==> src/rtl/smoldvi_pkg.sv <==
// smoldvi_pkg: shared definitions for the smoldvi video core.
//   - TMDS control-period symbols (CTRL_00..CTRL_11, indexed by c = {c1, c0})
//   - raster_t: den/hsync/vsync bundle carried down the alignment delay line
//   - run_state_t: raster enable state
//   - widen8():    MSB-replicating widening of an N-bit channel to 8 bits
//   - cnt_w():     $clog2-based counter width, never smaller than 1
package smoldvi_pkg;

  localparam logic [9:0] CTRL_00 = 10'b1101010100;
  localparam logic [9:0] CTRL_01 = 10'b0010101011;
  localparam logic [9:0] CTRL_10 = 10'b0101010100;
  localparam logic [9:0] CTRL_11 = 10'b1010101011;

  typedef enum logic {
    ST_IDLE = 1'b0,
    ST_RUN  = 1'b1
  } run_state_t;

  // sync fields hold the pin level, polarity already applied
  typedef struct packed {
    logic den;
    logic hsync;
    logic vsync;
  } raster_t;

  function automatic logic [9:0] ctrl_code(input logic [1:0] c);
    case (c)
      2'b00:   return CTRL_00;
      2'b01:   return CTRL_01;
      2'b10:   return CTRL_10;
      default: return CTRL_11;
    endcase
  endfunction

  // d holds the channel in its low 'bits' bits; the pattern repeats MSB-first
  function automatic logic [7:0] widen8(input logic [7:0] d, input int unsigned bits);
    logic [7:0]  o;
    int unsigned idx;
    o = '0;
    for (int unsigned i = 0; i < 8; i++) begin
      idx = bits - 1 - (i % bits);
      o[3'(7 - i)] = d[3'(idx)];
    end
    return o;
  endfunction

  function automatic int unsigned cnt_w(input int unsigned n);
    return (n > 1) ? $clog2(n) : 1;
  endfunction

endpackage

==> src/rtl/smoldvi_tmds_encode_pipe.sv <==
// smoldvi_tmds_encode_pipe: two-stage TMDS encoder for one DVI channel.
//   Stage 1 registers the transition-minimised word q_m[8:0] with den/ctrl.
//   Stage 2 applies DC balancing (running disparity) or emits a control code.
// Ports:
//   i_clk, i_rst   clock, asynchronous active-high reset
//   i_d[7:0]       pixel byte
//   i_den          data enable (1 = pixel, 0 = control period)
//   i_ctrl[1:0]    control bits {c1, c0} used when i_den is low
//   o_tmds[9:0]    encoded symbol, bit 0 transmitted first
module smoldvi_tmds_encode_pipe
  import smoldvi_pkg::*;
#(
  parameter logic [1:0] RST_CTRL = 2'b00
) (
  input  logic       i_clk,
  input  logic       i_rst,
  input  logic [7:0] i_d,
  input  logic       i_den,
  input  logic [1:0] i_ctrl,
  output logic [9:0] o_tmds
);

  logic [8:0]        r_qm;
  logic              r_den;
  logic [1:0]        r_ctrl;
  logic signed [4:0] r_cnt;

  logic [3:0]        w_n1;
  logic              w_xnor;
  logic [8:0]        w_qm;
  logic [3:0]        w_n1q;
  logic signed [4:0] w_bal;
  logic [9:0]        w_sym;
  logic signed [4:0] w_cnt_nxt;

  // Stage 1: transition minimisation
  always_comb begin
    w_n1 = '0;
    for (int i = 0; i < 8; i++) w_n1 = w_n1 + 4'(i_d[i]);
    w_xnor  = (w_n1 > 4'd4) || ((w_n1 == 4'd4) && !i_d[0]);
    w_qm    = '0;
    w_qm[0] = i_d[0];
    for (int i = 1; i < 8; i++)
      w_qm[i] = w_xnor ? ~(w_qm[i-1] ^ i_d[i]) : (w_qm[i-1] ^ i_d[i]);
    w_qm[8] = ~w_xnor;
  end

  // Stage 2: DC balance; w_bal = ones - zeros of q_m[7:0]
  always_comb begin
    w_n1q = '0;
    for (int i = 0; i < 8; i++) w_n1q = w_n1q + 4'(r_qm[i]);
    w_bal     = $signed(5'({w_n1q, 1'b0})) - 5'sd8;
    w_sym     = ctrl_code(r_ctrl);
    w_cnt_nxt = '0;
    if (r_den) begin
      if ((r_cnt == 0) || (w_bal == 0)) begin
        w_sym     = {~r_qm[8], r_qm[8], (r_qm[8] ? r_qm[7:0] : ~r_qm[7:0])};
        w_cnt_nxt = r_qm[8] ? (r_cnt + w_bal) : (r_cnt - w_bal);
      end else if ((!r_cnt[4] && (w_bal > 0)) || (r_cnt[4] && (w_bal < 0))) begin
        // r_cnt is non-zero here, so its sign bit alone decides > 0 vs < 0
        w_sym     = {1'b1, r_qm[8], ~r_qm[7:0]};
        w_cnt_nxt = r_cnt + (r_qm[8] ? 5'sd2 : 5'sd0) - w_bal;
      end else begin
        w_sym     = {1'b0, r_qm[8], r_qm[7:0]};
        w_cnt_nxt = r_cnt - (r_qm[8] ? 5'sd0 : 5'sd2) + w_bal;
      end
    end
  end

  always_ff @(posedge i_clk or posedge i_rst) begin
    if (i_rst) begin
      r_qm   <= '0;
      r_den  <= 1'b0;
      r_ctrl <= RST_CTRL;
      r_cnt  <= '0;
      o_tmds <= ctrl_code(RST_CTRL);
    end else begin
      r_qm   <= w_qm;
      r_den  <= i_den;
      r_ctrl <= i_ctrl;
      r_cnt  <= w_cnt_nxt;
      o_tmds <= w_sym;
    end
  end

endmodule

==> src/rtl/smoldvi_video_core.sv <==
// smoldvi_video_core: pixel-clock DVI core. Generates raster timing, requests
// pixels PIX_LATENCY cycles ahead of use, and TMDS-encodes blue/green/red.
// Ports:
//   clk_pix, rst_pix   pixel clock, asynchronous active-high reset
//   en                 raster enable; low parks the counters at (0,0)
//   test_pattern       colour-bar override (only with SMOLDVI_TEST_PATTERN_EN)
//   px_req             high while the counters sit in the active area
//   px_x, px_y         counter position being requested
//   frame_start        one-cycle pulse at position (0,0)
//   r, g, b            pixel data, valid PIX_LATENCY cycles after px_req
//   tmds0/1/2          10-bit symbols for blue/green/red, bit 0 first
// Build option: define SMOLDVI_TEST_PATTERN_EN to add the test_pattern port
// and the 8-bar generator.
module smoldvi_video_core
  import smoldvi_pkg::*;
#(
  parameter int unsigned H_ACTIVE    = 640,
  parameter int unsigned H_FP        = 16,
  parameter int unsigned H_SYNC      = 96,
  parameter int unsigned H_BP        = 48,
  parameter int unsigned V_ACTIVE    = 480,
  parameter int unsigned V_FP        = 10,
  parameter int unsigned V_SYNC      = 2,
  parameter int unsigned V_BP        = 33,
  parameter logic        HSYNC_POL   = 1'b0,
  parameter logic        VSYNC_POL   = 1'b0,
  parameter int unsigned RGB_BITS    = 8,
  parameter int unsigned PIX_LATENCY = 1,
  localparam int unsigned H_TOTAL    = H_ACTIVE + H_FP + H_SYNC + H_BP,
  localparam int unsigned V_TOTAL    = V_ACTIVE + V_FP + V_SYNC + V_BP,
  localparam int unsigned XW         = cnt_w(H_TOTAL),
  localparam int unsigned YW         = cnt_w(V_TOTAL)
) (
  input  logic                clk_pix,
  input  logic                rst_pix,
  input  logic                en,
`ifdef SMOLDVI_TEST_PATTERN_EN
  input  logic                test_pattern,
`endif
  output logic                px_req,
  output logic [XW-1:0]       px_x,
  output logic [YW-1:0]       px_y,
  output logic                frame_start,
  input  logic [RGB_BITS-1:0] r,
  input  logic [RGB_BITS-1:0] g,
  input  logic [RGB_BITS-1:0] b,
  output logic [9:0]          tmds0,
  output logic [9:0]          tmds1,
  output logic [9:0]          tmds2
);

  localparam int unsigned H_SYNC_START = H_ACTIVE + H_FP;
  localparam int unsigned H_SYNC_END   = H_SYNC_START + H_SYNC;
  localparam int unsigned V_SYNC_START = V_ACTIVE + V_FP;
  localparam int unsigned V_SYNC_END   = V_SYNC_START + V_SYNC;
  localparam raster_t     RAS_IDLE     = '{den: 1'b0, hsync: !HSYNC_POL, vsync: !VSYNC_POL};

  run_state_t    r_state, w_state_nxt;
  logic [XW-1:0] r_h, w_h_nxt;
  logic [YW-1:0] r_v, w_v_nxt;
  logic [31:0]   w_hn, w_vn;
  logic          w_act, w_fs;
  raster_t       w_ras0, w_ras_al;
  raster_t       r_ras [PIX_LATENCY+1];
  logic [7:0]    w_r8, w_g8, w_b8;

  // Run state and next counter position; the first enabled cycle issues (0,0)
  always_comb begin
    w_state_nxt = r_state;
    w_h_nxt     = '0;
    w_v_nxt     = '0;
    w_hn        = '0;
    w_vn        = '0;
    w_act       = 1'b0;
    w_fs        = 1'b0;
    w_ras0      = RAS_IDLE;
    if (!en) begin
      w_state_nxt = ST_IDLE;
    end else begin
      w_state_nxt = ST_RUN;
      if (r_state == ST_RUN) begin
        if (32'(r_h) == H_TOTAL - 1) begin
          w_h_nxt = '0;
          w_v_nxt = (32'(r_v) == V_TOTAL - 1) ? '0 : r_v + YW'(1);
        end else begin
          w_h_nxt = r_h + XW'(1);
          w_v_nxt = r_v;
        end
      end
      w_hn         = 32'(w_h_nxt);
      w_vn         = 32'(w_v_nxt);
      w_act        = (w_hn < H_ACTIVE) && (w_vn < V_ACTIVE);
      w_fs         = (w_hn == 0) && (w_vn == 0);
      w_ras0.den   = w_act;
      w_ras0.hsync = ((w_hn >= H_SYNC_START) && (w_hn < H_SYNC_END)) ? HSYNC_POL : !HSYNC_POL;
      w_ras0.vsync = ((w_vn >= V_SYNC_START) && (w_vn < V_SYNC_END)) ? VSYNC_POL : !VSYNC_POL;
    end
  end

  // Counters, request outputs, and raster delay line (index 0 = request stage)
  always_ff @(posedge clk_pix or posedge rst_pix) begin
    if (rst_pix) begin
      r_state     <= ST_IDLE;
      r_h         <= '0;
      r_v         <= '0;
      px_req      <= 1'b0;
      frame_start <= 1'b0;
      for (int k = 0; k <= int'(PIX_LATENCY); k++) r_ras[k] <= RAS_IDLE;
    end else begin
      r_state     <= w_state_nxt;
      r_h         <= w_h_nxt;
      r_v         <= w_v_nxt;
      px_req      <= w_act;
      frame_start <= w_fs;
      r_ras[0]    <= w_ras0;
      for (int k = 1; k <= int'(PIX_LATENCY); k++) r_ras[k] <= r_ras[k-1];
    end
  end

  assign px_x     = r_h;
  assign px_y     = r_v;
  assign w_ras_al = r_ras[PIX_LATENCY];

`ifdef SMOLDVI_TEST_PATTERN_EN
  logic [2:0] r_bar [PIX_LATENCY+1];
  logic [2:0] w_bar;

  assign w_bar = 3'((w_hn * 32'd8) / H_ACTIVE);

  // Bar index travels with den so it lines up with the pixel data
  always_ff @(posedge clk_pix or posedge rst_pix) begin
    if (rst_pix) begin
      for (int k = 0; k <= int'(PIX_LATENCY); k++) r_bar[k] <= '0;
    end else begin
      r_bar[0] <= w_bar;
      for (int k = 1; k <= int'(PIX_LATENCY); k++) r_bar[k] <= r_bar[k-1];
    end
  end
`endif

  // Channel widening, optionally replaced by colour bars
  always_comb begin
    w_r8 = widen8(8'(r), RGB_BITS);
    w_g8 = widen8(8'(g), RGB_BITS);
    w_b8 = widen8(8'(b), RGB_BITS);
`ifdef SMOLDVI_TEST_PATTERN_EN
    if (test_pattern) begin
      w_r8 = {8{r_bar[PIX_LATENCY][2]}};
      w_g8 = {8{r_bar[PIX_LATENCY][1]}};
      w_b8 = {8{r_bar[PIX_LATENCY][0]}};
    end
`endif
  end

  // Syncs ride on the blue channel only
  smoldvi_tmds_encode_pipe #(.RST_CTRL({!VSYNC_POL, !HSYNC_POL})) u_enc_b (
    .i_clk  (clk_pix),
    .i_rst  (rst_pix),
    .i_d    (w_b8),
    .i_den  (w_ras_al.den),
    .i_ctrl ({w_ras_al.vsync, w_ras_al.hsync}),
    .o_tmds (tmds0)
  );

  smoldvi_tmds_encode_pipe #(.RST_CTRL(2'b00)) u_enc_g (
    .i_clk  (clk_pix),
    .i_rst  (rst_pix),
    .i_d    (w_g8),
    .i_den  (w_ras_al.den),
    .i_ctrl (2'b00),
    .o_tmds (tmds1)
  );

  smoldvi_tmds_encode_pipe #(.RST_CTRL(2'b00)) u_enc_r (
    .i_clk  (clk_pix),
    .i_rst  (rst_pix),
    .i_d    (w_r8),
    .i_den  (w_ras_al.den),
    .i_ctrl (2'b00),
    .o_tmds (tmds2)
  );

endmodule

==> config.mk <==
export PLATFORM = sky130hd
export DESIGN_NAME = smoldvi_video_core
export DESIGN_NICKNAME = d
export VERILOG_FILES = /design/src/rtl/smoldvi_pkg.sv /design/src/rtl/smoldvi_tmds_encode_pipe.sv /design/src/rtl/smoldvi_video_core.sv
export SDC_FILE = /design/constraint.sdc
export NUM_CORES = 1
export LEC_CHECK = 0
export ABC_CLOCK_PERIOD_IN_PS = 13250
export CAP_MARGIN = 20
export CORE_ASPECT_RATIO = 0.75
export CORE_MARGIN = 5
export CORE_UTILIZATION = 25
export CTS_CLUSTER_DIAMETER = 40
export DETAILED_ROUTE_END_ITERATION = 12
export DONT_BUFFER_PORTS = 1
export PLACE_DENSITY = 0.48
export SLEW_MARGIN = 20
export SYNTH_ARGS = -nofsm -noshare
export SYNTH_HDL_FRONTEND = slang
export SYNTH_SLANG_ARGS = --single-unit
==> constraint.sdc <==
create_clock -name clk_pix -period 13.25 [get_ports clk_pix]
set_input_delay 1.325 -clock clk_pix [delete_from_list [all_inputs] [get_ports clk_pix]]
set_output_delay 1.325 -clock clk_pix [all_outputs]
set_load 0.05 [all_outputs]
Yosys cells after proc, flatten, opt, wreduce, memory -nomap -nowiden
Cells that the tools add are included.
{"block": "classes", "reduce_logical": 37, "order_cmp": 15, "n_addsub": 65, "bitwise": 51, "mux": 67, "eq_ne": 7}
{"cell": "zero test 32 bit", "count": 6}
{"cell": "two-way mux 10 bit", "count": 18}
{"cell": "adder 4 x 1 -> 4 bit", "count": 36}
{"cell": "two-way mux 5 bit", "count": 12}
{"cell": "adder 5 bit", "count": 9}
{"cell": "subtractor 5 bit", "count": 9}
{"cell": "one-hot mux 10 bit (3 select lines)", "count": 1}
{"cell": "NOT 1 bit", "count": 27}
{"cell": "two-way mux 1 bit", "count": 26}
{"cell": "two-way mux 8 bit", "count": 3}
{"cell": "NOT 8 bit", "count": 3}
{"cell": "bitwise XOR 1 bit", "count": 21}
{"cell": "adder 10 x 1 -> 10 bit (second input constant)", "count": 2}
{"cell": "equality test 10 bit (second input constant)", "count": 2}
{"cell": "zero test 10 bit", "count": 2}
{"cell": "less-than comparator 10 bit (second input constant)", "count": 2}
{"cell": "less-than comparator 10 x 9 -> 1 bit (second input constant)", "count": 2}
{"cell": "> comparator 5 x 1 -> 1 bit (second input constant)", "count": 3}
{"cell": "less-than comparator 5 x 1 -> 1 bit (second input constant)", "count": 3}
{"cell": "subtractor 5 bit (second input constant)", "count": 3}
{"cell": "logical AND 1 bit", "count": 13}
{"cell": "adder 1 x 1 -> 2 bit", "count": 6}
{"cell": "equality test 4 x 3 -> 1 bit (second input constant)", "count": 3}
{"cell": "> comparator 4 x 3 -> 1 bit (second input constant)", "count": 3}
{"cell": "other kinds (9)", "count": 27}
{"block": "word_totals", "elab_cells": 264, "register_bits": 104}

Depth between registers and ports, before layout
Gate-level depths: netlist of the first run.
{"block": "logic_depth", "word_depth": 29, "ltp_mapped": 17}

By module
A second synthesis of the first run with hierarchy kept.
{"block": "unflattened", "hier_cells": 688, "area_unflattened_um2": 7483.4}
{"mod": "smoldvi_tmds_encode_pipe (u_enc_g)", "area_each_um2": 1954.4, "cells_each": 169, "n_inst": 1, "seq_area_each_um2": 656.9}
{"mod": "smoldvi_tmds_encode_pipe (u_enc_r)", "area_each_um2": 1954.4, "cells_each": 170, "n_inst": 1, "seq_area_each_um2": 656.9}
{"mod": "smoldvi_tmds_encode_pipe (u_enc_b)", "area_each_um2": 1935.6, "cells_each": 170, "n_inst": 1, "seq_area_each_um2": 660.6}
{"mod": "smoldvi_video_core", "area_each_um2": 1639.1, "cells_each": 179, "n_inst": 1, "seq_area_each_um2": 705.7}

Worst setup path after synthesis of the first run
Ideal clock, no wire load.
{"block": "synth_path", "path_kind": "input port to flip-flop", "start": "in b[0]", "end": "reg u_enc_b.r_qm[5]", "t_arrival_ns": 4.378, "setup_slack_ns": 8.739, "cell_stages": 12, "n_path_buf": 0, "cell_sequence": "ha_1 > inv_1 > fa_1 > fa_1 > inv_1 > fa_1 > fa_1 > nor3b_1 > o21ai_0 > a21oi_1 > xnor2_1 > xnor2_1"}
{"block": "synth_between", "elab_chain_len": 23, "elab_cells_between_ends": 27}
{"element": "start: declaration", "line_no": "smoldvi_video_core.sv:46", "rtl": "input logic [RGB_BITS-1:0] b,"}
{"element": "parallel branches: the longest is 22 deep, another holds adder 4 x 1 -> 4 bit"}
{"element": "two-way mux 1 bit *", "line_no": "smoldvi_tmds_encode_pipe.sv:44", "rtl": "w_qm[i] = w_xnor ? ~(w_qm[i-1] ^ i_d[i]) : (w_qm[i-1] ^ i_d[i]);"}
{"element": "via u_enc_b.w_qm[5]", "line_no": "smoldvi_tmds_encode_pipe.sv:30", "rtl": "logic [8:0] w_qm;"}
{"element": "end signal: assignment", "line_no": "smoldvi_tmds_encode_pipe.sv:78", "rtl": "r_qm <= w_qm;"}
{"element": "end: declaration", "line_no": "smoldvi_tmds_encode_pipe.sv:23", "rtl": "logic [8:0] r_qm;"}
Mark *: on every way through the listed nets, which the timed path passes.

Final worst setup path of the first run
{"block": "layout_path", "start": "reg u_enc_g.r_qm[0]", "end": "reg u_enc_g.o_tmds[7]"}
{"block": "layout_between", "elab_chain_len": 14, "elab_cells_between_ends": 18}
{"element": "start: declaration", "line_no": "smoldvi_tmds_encode_pipe.sv:23"}
{"element": "start signal: assignment", "line_no": "smoldvi_tmds_encode_pipe.sv:78"}
{"element": "adder 1 x 1 -> 2 bit *", "line_no": "smoldvi_tmds_encode_pipe.sv:51", "rtl": "for (int i = 0; i < 8; i++) w_n1q = w_n1q + 4'(r_qm[i]);"}
{"element": "adder 4 x 1 -> 4 bit * (6 in a row)", "line_no": "smoldvi_tmds_encode_pipe.sv:51"}
{"element": "subtractor 5 bit *", "line_no": "smoldvi_tmds_encode_pipe.sv:52", "rtl": "w_bal = $signed(5'({w_n1q, 1'b0})) - 5'sd8;"}
{"element": "> comparator 5 x 1 -> 1 bit / less-than comparator 5 x 1 -> 1 bit (equally long branches)", "line_no": "smoldvi_tmds_encode_pipe.sv:59", "rtl": "end else if ((!r_cnt[4] && (w_bal > 0)) || (r_cnt[4] && (w_bal < 0))) begin"}
{"element": "logical AND 1 bit", "line_no": "smoldvi_tmds_encode_pipe.sv:59"}
{"element": "logical OR 1 bit", "line_no": "smoldvi_tmds_encode_pipe.sv:59"}
{"element": "two-way mux 10 bit", "line_no": "smoldvi_tmds_encode_pipe.sv:59"}
{"element": "two-way mux 10 bit *", "line_no": "smoldvi_tmds_encode_pipe.sv:56", "rtl": "if ((r_cnt == 0) || (w_bal == 0)) begin"}
{"element": "two-way mux 10 bit *", "line_no": "smoldvi_tmds_encode_pipe.sv:55", "rtl": "if (r_den) begin"}
{"element": "via u_enc_g.w_sym[7]", "line_no": "smoldvi_tmds_encode_pipe.sv:33", "rtl": "logic [9:0] w_sym;"}
{"element": "end signal: assignment", "line_no": "smoldvi_tmds_encode_pipe.sv:76", "rtl": "o_tmds <= ctrl_code(RST_CTRL);"}
{"element": "end signal: assignment", "line_no": "smoldvi_tmds_encode_pipe.sv:82", "rtl": "o_tmds <= w_sym;"}
{"element": "end: declaration", "line_no": "smoldvi_tmds_encode_pipe.sv:20", "rtl": "output logic [9:0] o_tmds"}
The timed path passes the listed nets; every way through them passes the cells marked *.

==> results of run 1 <==
-- flip-flops by register name (all words and copies together), names as in the netlist --
signal          cells
frame_start         1
px_req              1
px_x               10
px_y               10
r_ras               5
r_state             1
u_enc_b.o_tmds     10
u_enc_b.r_cnt       4
u_enc_b.r_ctrl      2
u_enc_b.r_qm        9
u_enc_g.o_tmds     10
u_enc_g.r_cnt       4
u_enc_g.r_qm        9
u_enc_r.o_tmds     10
u_enc_r.r_cnt       4
u_enc_r.r_den       1
u_enc_r.r_qm        9
-- placed cells by master, fill, tap and decap left out, types with 8 or more instances in the layout --
| cell | n |
|---|---|
| dfstp_2 | 22 |
| xor2_1 | 25 |
| clkbuf_16 | 9 |
| o21ai_0 | 27 |
| xnor2_1 | 75 |
| nand3_1 | 15 |
| ha_1 | 67 |
| nor2_1 | 58 |
| a21oi_1 | 28 |
| fa_1 | 39 |
| nand2_1 | 27 |
| inv_1 | 109 |
| a21o_1 | 8 |
| dfrtp_1 | 78 |
-- how the worst max path moves through the flow --
stage	startpoint	to	slack, ps	cells after the start
detailed placement	g[0]	u_enc_g.r_qm[5]$_DFF_PP0_	8370	12
floorplan	b[0]	u_enc_b.r_qm[5]$_DFF_PP0_	8740	12
global placement	g[0]	u_enc_g.r_qm[7]$_DFF_PP0_	8370	12
global route	u_enc_r.r_qm[0]$_DFF_PP0_	u_enc_r.o_tmds[1]$_DFF_PP0_	8160	13
finish	u_enc_g.r_qm[0]$_DFF_PP0_	u_enc_g.o_tmds[7]$_DFF_PP0_	8460	13
CTS	u_enc_g.r_qm[0]$_DFF_PP0_	u_enc_g.o_tmds[3]$_DFF_PP0_	8420	13
-- cells by family (layout without fill, tap and decap cells) --
kind of cell | Yosys count | after routing
buffers and inverters | 124 | 128
DFF | 100 | 100
AOI/OAI and AO/OA | 91 | 91
and+or+nand+nor | 155 | 155
adders and majority gates | 106 | 106
xor gates and xnor gates | 101 | 101
muxes | 9 | 9
-- through the flow --
stage	hold slack [ps]	util, %	cells	cell area, um^2	setup WS, ps
after floorplan	331	-	686	7020	8740
after global placement	336	26.5	1031	7380	8370
after detailed placement	337	26.5	1031	7380	8370
after CTS	356	27.6	1047	7680	8420
after global routing	367	27.6	1047	7680	8160
final	352	27.6	1047	7680	8460
-- area by class of cell --
type | count | share of cell area, %
multi-input cells | 462 | 51.8
flip-flops and latches | 100 | 33.0
well taps | 357 | 5.82
inverters | 110 | 5.41
clock buffers | 10 | 3.11
clock inverters | 6 | 0.701
repair buffers | 2 | 0.196
-- worst register-to-register path, delay by kind of cell (launching register included) --
family,cells,cell delay (ps)
multiplexers,1,700
flip-flops,1,400
AND/OR/NAND/NOR,3,640
XOR/XNOR,2,620
adder cells (fa/ha/maj),6,2240
buffers and inverters,1,50
-- per-layer routing --
metal	vias to the layer above	GRT usage, %	part of all wire, %
met5	-	0	0
li1	2212	-	-
met4	0	1.83	0.68
met2	91	15.1	42
met3	9	4.33	7.3
met1	2125	14.7	50
==> summary.md, run 1 <==
| Metric | Value |
|---|---|
| Worst Path Arrival | 5020 ps |
| Simple-gate portion of the synthesized area | between 10% and 20% |
| Post-synthesis sequential area ratio | between 30 and 40% |
| Worst-Margin Slew | 838 ps |
| GRT Overall Usage | about a tenth |
| DRT Wirelength | roughly 16000 um |
| Tcrit/Tclk final | roughly 36% |
| RR Endpoint | u_enc_g.o_tmds[7]$_DFF_PP0_ |
| Synth Area in Adders | roughly 23% |
| Mapped cell area | between 7000 and 8000 um^2 |
| Fill count | slightly below 3k |
| Pins Over Slew Limit | 0 |
| XOR/XNOR Fraction of Synth Area | between 10 and 15% |
| Final ANT Viol Nets | 0 |
| CTS sink cnt | 100 |
| Clk slew on worst S/H paths | 80 ps |
| Fmax | between 200 and 250 MHz |
| Num CTS Buffers | 9 |
| Routed len/inst | between 10 and 15 um |
| Number of synthesized flops with an enable pin | 0 |
| Vias in the first global route | 4710 |
| Yosys reg bits | 100 |
| Critical path peak fanout | 9 |
| CP max stage delay | about 700 ps |
| Remaining DRCs | 0 |
| Htree depth | 3 |
| Syn_area_per_cell | ~10 um^2 |
| DP HPWL | 12300 um |
| GP Congestion | approximately 0.8 |
| CTS max path bufs | 2 |
| Hold path endpoint | u_enc_r.r_den$_DFF_PP0_ |
| Critical Path Start Type | register |
| Worst path required time | 13480 ps |
| Compound-Gate Fraction of Synth Area | under 10% |
| Ranking of synthesized cells by area | dfrtp_1 (28%), ha_1 (12%), fa_1 (11%) |
| RSZ-0062 raised after global routing | false |
| Ys flop type | dfrtp_1 |
| CP Buf/Inv Count | 1 |
| Critical-path top delay cell | mux2i_2 |
| Status | completed |
| Hold Path Stages | 0 |
| Vias | 4437 |
| Syn Nets | between 800 and 900 |
| CP Capture Type | register |
| CP top delay family | adder cells |
| Post_cts resized | 0 |
| Syn Inst Count | a little under 700 |
| Worst R2R Start | u_enc_g.r_qm[0]$_DFF_PP0_ |
| Top-area cell type share of the netlist area | 27.8% |
| Relative max-transition margin | 44.1% |
| Async S/R FF share, synth | between 90% and 100% |
| Syn. warnings | 0 |
| Fin Clk Skew | between 9 and 10 ps |
| Min-delay src | r_ras[2]$_DFF_PP0_ |
| Cell Rows | 53 |
| NumNets Final | just over 800 |
| Final setup viols | 0 |
| Most frequent cell after synthesis | inv_1 |
| Initial antenna violation count | 0 |
| Fin Setup TNS | 0 ps |
| Synth cell types | 57 |
| Largest net degree at the start of global routing | 64 |
| DR iter-0 viols | 278 |
| Max-Cap Viols | 0 |
| First-pass GRT wire length | about 26000 um |
| R2R cell count | 13 |
| Register-to-Register Setup Slack | 8460 ps |
| Fin. Hold Viols | 0 |
| Number of setup buffers added after CTS | 0 |
| Critical Path, Cell by Cell | ha_1 -> inv_1 -> fa_1 -> fa_1 -> fa_1 -> fa_1 -> xnor2_1 -> ha_1 -> and3b_1 -> nor2_1 -> mux2i_2 -> xnor2_1 -> nor2_1 |
| Via/cell ratio | 4.24 |
| IO Port Bufs | 0 |
| Hold Crit Class | reg2reg |
| Cell accounting for the most synthesized area | dfrtp_1 |
| Full die area | between 30000 and 40000 um^2 |
| Die W | 203 um |
| Initial core utilization | around 25% |
| DIE HEIGHT | 155 um |
| Critical setup path kind | reg2reg |
| Mux share of post-synthesis cell area | between 1 and 1.5% |
| Syn-to-layout area delta | 9.40% |
| Clock root buffer | clkbuf_16 |
| Core ar. | about 28000 um^2 |
| TritonCTS clock tree | yes |
| Total grt overflow | 0 |
| Layout cell share with drive strength beyond 1 | under 10% |
| # IOs | 79 |
| N_diodes | 0 |
| Tmin final | between 4000 and 5000 ps |
| Largest family of logic cells by synthesized area | adder cells |
| Post-CTS Hold Fix Bufs | 0 |
| Detailed-router iteration count before antenna repair | 6 |
| FF+latch area | 2530 um^2 |
| Most frequent CP cell | fa_1 |
| Skew-Pair Late Insertion Delay | 360 ps |
| Commonest cells post-synth | inv_1 (110), dfrtp_1 (78), xnor2_1 (75) |
| Multi-input gate area | 3980 um^2 |
Power of run 1 is not shown: default switching activity piles up to over one toggle a cycle in this logic, so the estimate is an artifact.
==> run 2, diff against run 1 <==
- ABC_CLOCK_PERIOD_IN_PS: 13250 -> 4200
- PLACE_DENSITY: 0.48 -> 0.5
- clock period: 13.25 -> 4.2 ns (I/O delays scaled with it)
==> run 2 against run 1 <==
Wire length increased by 3.0%. Register-to-register slack got worse by 8400 ps. Clock skew increased by 3.0 ps. Worst hold slack worse by 300 ps. Worst setup slack lost 8400 ps. Utilization is 3.2 points higher. Highest routed layer unchanged. Sequential share of layout area shrank 3.4 points. Final cell count is 5.3% higher. Maximum frequency rose by 15%. Global-route usage grew 0.10 points. Design area rose by 11%. Critical path depth increased by 2.
==> summary.md, run 2 (synthesis results as in run 1) <==
| Metric | Value |
|---|---|
| TritonCTS clock tree | yes |
| Relative max-transition margin | a little over two fifths |
| DIE HEIGHT | between 150 and 200 um |
| Die W | a little over 200 um |
| Hold Slack | approximately 54 ps |
| Most frequent cells in the layout | inv_1 (101), dfrtp_1 (78), xnor2_1 (65), ha_1 (57), buf_4 (53) |
| Critical-path top delay cell | fa_2 |
| Worst-Margin Slew | 867 ps |
| Status | completed |
| Tmin final | between 4000 and 5000 ps |
| Vias in the first global route | between 4k and 5k |
| N_diodes | 0 |
| CTS sink cnt | 100 |
| Post-CTS Hold Fix Bufs | 0 |
| Fin Clk Skew | roughly 12 ps |
| First-pass GRT wire length | between 20000 and 30000 um |
| Worst path required time | roughly 4500 ps |
| Detailed-router iteration count before antenna repair | 4 |
| Final Non-Filler Cells | 1103 |
| CP top delay family | adder cells |
| Num CTS Buffers | 9 |
| Critical Path Start Type | register |
| Cell Rows | 53 |
| CP Buf/Inv Count | 2 |
| Placed Cells | approximately 1.1k |
| DRT Wirelength | roughly 16000 um |
| Skew-Pair Late Insertion Delay | ~360 ps |
| Pins Over Slew Limit | 0 |
| Syn-to-layout area delta | 21.9% |
| Remaining DRCs | 0 |
| Hold Crit Class | in2async |
| Critical Path, Cell by Cell | ha_1 -> inv_1 -> fa_1 -> fa_1 -> fa_2 -> fa_2 -> ha_4 -> inv_4 -> ha_4 -> nor2b_4 -> o21a_1 -> or3_1 -> a211oi_2 -> o21ai_1 -> a21oi_1 |
| Core ar. | between 20000 and 30000 um^2 |
| RSZ-0062 raised after global routing | true |
| Fin. Hold Viols | 0 |
| Layout cell share with drive strength beyond 1 | between 20% and 30% |
| Full die area | about 32000 um^2 |
| IO Port Bufs | 0 |
| DP HPWL | ~13000 um |
| Final setup viols | 0 |
| Via/cell ratio | 4.27 |
| Crit. Startpoint | u_enc_g.r_qm[1]$_DFF_PP0_ |
| # IOs | between 70 and 80 |
| Worst R2R Start | u_enc_g.r_qm[1]$_DFF_PP0_ |
| Max-Cap Viols | 0 |
| Routed len/inst | 14.6 um |
| Clock root buffer | clkbuf_16 |
| Critical path peak fanout | 2 |
| Initial core utilization | between 20% and 30% |
| GRT Overall Usage | a little over a tenth |
| Most common cell after layout, fill and taps aside | inv_1 |
| Total grt overflow | 0 |
| Largest net degree at the start of global routing | 58 |
| NumNets Final | slightly below 900 |
| Initial antenna violation count | 0 |
| CTS max path bufs | 2 |
| CP Capture Type | register |
| GP Congestion | roughly 0.80 |
| Final ANT Viol Nets | 0 |
| Fin Setup TNS | 0 ps |
| Worst Path Arrival | around 4500 ps |
| Vias | 4715 |
| CP max stage delay | about 580 ps |
| Clk slew on worst S/H paths | around 70 ps |
| Finished Core Util | between 30% and 40% |
| Tcrit/Tclk final | about 99% |
| Fmax | about 240 MHz |
| Htree depth | 3 |
| DR iter-0 viols | 261 |
| Critical setup path kind | reg2reg |
-- run 2: worst paths after layout --
check | slack, ps | cells past startpoint | endpoint
min in group clk_pix | 90 | 0 | u_enc_g.r_qm[0]$_DFF_PP0_
worst max register to register | 30 | 15 | u_enc_g.r_cnt[4]$_DFF_PP0_
worst min register to register | 350 | 0 | u_enc_r.r_den$_DFF_PP0_
worst min-delay path | 50 | 1 | px_x[8]$_DFF_PP0_
max in group asynchronous | 3070 | 2 | u_enc_b.o_tmds[3]$_DFF_PP1_
worst max-delay path | 30 | 15 | u_enc_g.r_cnt[4]$_DFF_PP0_
-- run 2: area by class of cell --
| cell class | count | area (um^2) |
|---|---|---|
| Fill cell | 2868 | 19300 |
| Clock buffer | 10 | 229 |
| Inverter | 110 | 418 |
| Clock inverter | 6 | 87.6 |
| Tap cell | 357 | 447 |
| Sequential cell | 100 | 2530 |
| Multi-Input combinational cell | 462 | 4370 |
| Timing Repair Buffer | 58 | 480 |
-- run 2: through the flow --
stage	cell area (um^2)	setup WS (ps)
after floorplan	7100	4.99
after global placement	7810	-95.2
after detailed placement	7810	-188
after CTS	8180	-8.06
after global routing	8560	-150
final	8560	26.4
-- run 2: what timing repair did --
item                                    CTS  global route
gates resized for setup                  11            58
endpoints found under the setup margin   21            33
buffers inserted                          3            10
pin swaps                                 5            33
-- run 2: metal layers --
layer | GRT usage, % | vias up | share of wire, %
met1 | 15.2 | 2307 | 50
met4 | 2.22 | 0 | 0.92
met3 | 3.63 | 10 | 5.6
met2 | 15.3 | 82 | 43
met5 | 0 | - | 0
li1 | - | 2316 | -
Power of run 2 is left out for the same reason.
==> run 3, diff against run 2 <==
- CTS_BUF_LIST: not set -> sky130_fd_sc_hd__clkbuf_8
==> run 3 against run 2 <==
First-iteration DRC count down 24%. Maximum frequency about the same. Global-route usage about the same. Sequential share of layout area up 0.41 points. Register-to-register slack about the same. Utilization down 0.42 points. Worst setup slack worse by 2.8 ps. Final cell count up 0.27%. Critical endpoint unchanged.
==> summary.md, run 3 (synthesis results as in run 1) <==
| Metric | Value |
|---|---|
| GP Congestion | about 0.80 |
| Met2 WL | 6960 um |
| Htree depth | 3 |
| Met1 WL | approximately 8200 um |
| CTS sink cnt | 100 |
| Tcrit/Tclk final | roughly 100% |
| Fin. Hold Viols | 0 |
| Final worst slack | between 20 and 25 ps |
| Most frequent cells in the layout | inv_1 (102), dfrtp_1 (78), xnor2_1 (65), ha_1 (60) |
| Initial antenna violation count | 0 |
| R2R cell count | 15 |
| RR Endpoint | u_enc_g.r_cnt[4]$_DFF_PP0_ |
| DP HPWL | about 13000 um |
| Critical setup path kind | reg2reg |
| Core ar. | between 20000 and 30000 um^2 |
| Routed len/inst | between 10 and 15 um |
| NumNets Final | a little under 900 |
| Final ANT Viol Nets | 0 |
| Fin Clk Skew | 15.7 ps |
| Fin Setup TNS | 0 ps |
| Relative max-transition margin | roughly 44% |
| Worst path required time | roughly 4500 ps |
| DIE HEIGHT | ~160 um |
| Hold Crit Class | in2async |
| Final setup viols | 0 |
| Hold Slack | between 15 and 20 ps |
| Critical Path Start Type | register |
| Worst Path Arrival | roughly 4500 ps |
| Critical path peak fanout | 2 |
| Vias | 4737 |
| Max-Cap Viols | 0 |
| Worst R2R Start | u_enc_g.r_qm[1]$_DFF_PP0_ |
| Vias in the first global route | approximately 4.9k |
| First-pass GRT wire length | around 27000 um |
| Tmin final | approximately 4200 ps |
| Most common cell after layout, fill and taps aside | inv_1 |
| Clock root buffer | clkbuf_8 |
| TritonCTS clock tree | yes |
| Skew-Pair Late Insertion Delay | about 400 ps |
| CP Capture Type | register |
| Full die area | roughly 32000 um^2 |
| Multi-input gate area | about 4300 um^2 |
| N_diodes | 0 |
| Total grt overflow | 0 |
| Via/cell ratio | about 4.3 |
| Clk slew on worst S/H paths | 100 ps |
| Die W | 203 um |
| Top sig layer | met4 |
| Detailed-router iteration count before antenna repair | 4 |
| Syn-to-layout area delta | 20.3% |
| CTS max path bufs | 2 |
| Initial core utilization | 25.2% |
| DRT Wirelength | roughly 16000 um |
| GRT Overall Usage | 10.6% |
| Layout cell share with drive strength beyond 1 | between 20 and 25% |
| Num CTS Buffers | 9 |
| DR iter-0 viols | ~200 |
| IO Port Bufs | 0 |
| Worst-Margin Slew | roughly 830 ps |
| Register-to-Register Setup Slack | roughly 24 ps |
| Pins Over Slew Limit | 0 |
| Largest net degree at the start of global routing | 58 |
| Cell Rows | between 50 and 60 |
| # IOs | 79 |
| Remaining DRCs | 0 |
| RSZ-0062 raised after global routing | true |
| FF+latch area | around 2500 um^2 |
| Fill count | 2883 |
| Place WS | -188 ps |
| Met3 routed WL | around 840 um |
| Status | completed |
| Fmax | between 200 and 250 MHz |
## run 3: area by class of cell
cell class                 count  area share [%]
multi-input combinational    462            51.1
sequential                   100            30.0
timing repair buffer          61            6.08
tap                          357            5.29
inverter                     110            4.95
clock buffer                   9            1.47
clock inverter                 7            1.08
## run 3: layer usage
metal	global-route usage (%)	vias to the layer above
li1	-	2327
met1	15.1	2316
met2	15.2	79
met3	3.77	15
met4	2.57	0
met5	0	-
## run 3: worst max path at each step
stage | from | end | slack (ps) | cells after the start
6_report | u_enc_g.r_qm[1]$_DFF_PP0_ | u_enc_g.r_cnt[4]$_DFF_PP0_ | 20 | 15
5_1_grt | u_enc_g.r_qm[0]$_DFF_PP0_ | u_enc_g.r_cnt[4]$_DFF_PP0_ | -150 | 15
4_1_cts | u_enc_g.r_qm[0]$_DFF_PP0_ | u_enc_g.r_cnt[4]$_DFF_PP0_ | -20 | 15
3_5_place_dp | u_enc_r.r_qm[0]$_DFF_PP0_ | u_enc_r.r_cnt[4]$_DFF_PP0_ | -190 | 15
3_3_place_gp | u_enc_r.r_qm[0]$_DFF_PP0_ | u_enc_r.r_cnt[4]$_DFF_PP0_ | -100 | 15
2_1_floorplan | u_enc_r.r_qm[0]$_DFF_PP0_ | u_enc_r.r_cnt[4]$_DFF_PP0_ | 5 | 14
## run 3: stage by stage
step,cell area (um^2),util (%),cells
after global placement,7810,28.0,1074
after detailed placement,7810,28.0,1074
final,8440,30.3,1106
after global routing,8440,30.3,1106
after CTS,8090,29.0,1094
after floorplan,7100,-,686
## run 3: critical path: stages, from the launching register on
cell      delay (ps)
dfrtp_1          400
ha_1             280
inv_1             40
fa_1             490
fa_1             430
fa_2             370
fa_2             580
ha_4             220
inv_4             60
ha_4             190
nor2b_4          110
o21a_1           170
or3_1            320
a211oi_2         210
o21ai_1           90
a21oi_1          120
## run 3: repair_timing
item / in CTS / in global routing
gates resized for setup: 12 / 50
setup buffers: 3 / 9
hold buffers: 1 / 3
pin swaps: 5 / 24
endpoints found under the hold margin: 1 / 3
endpoints found under the setup margin: 21 / 33
Power of run 3 is left out for the same reason.
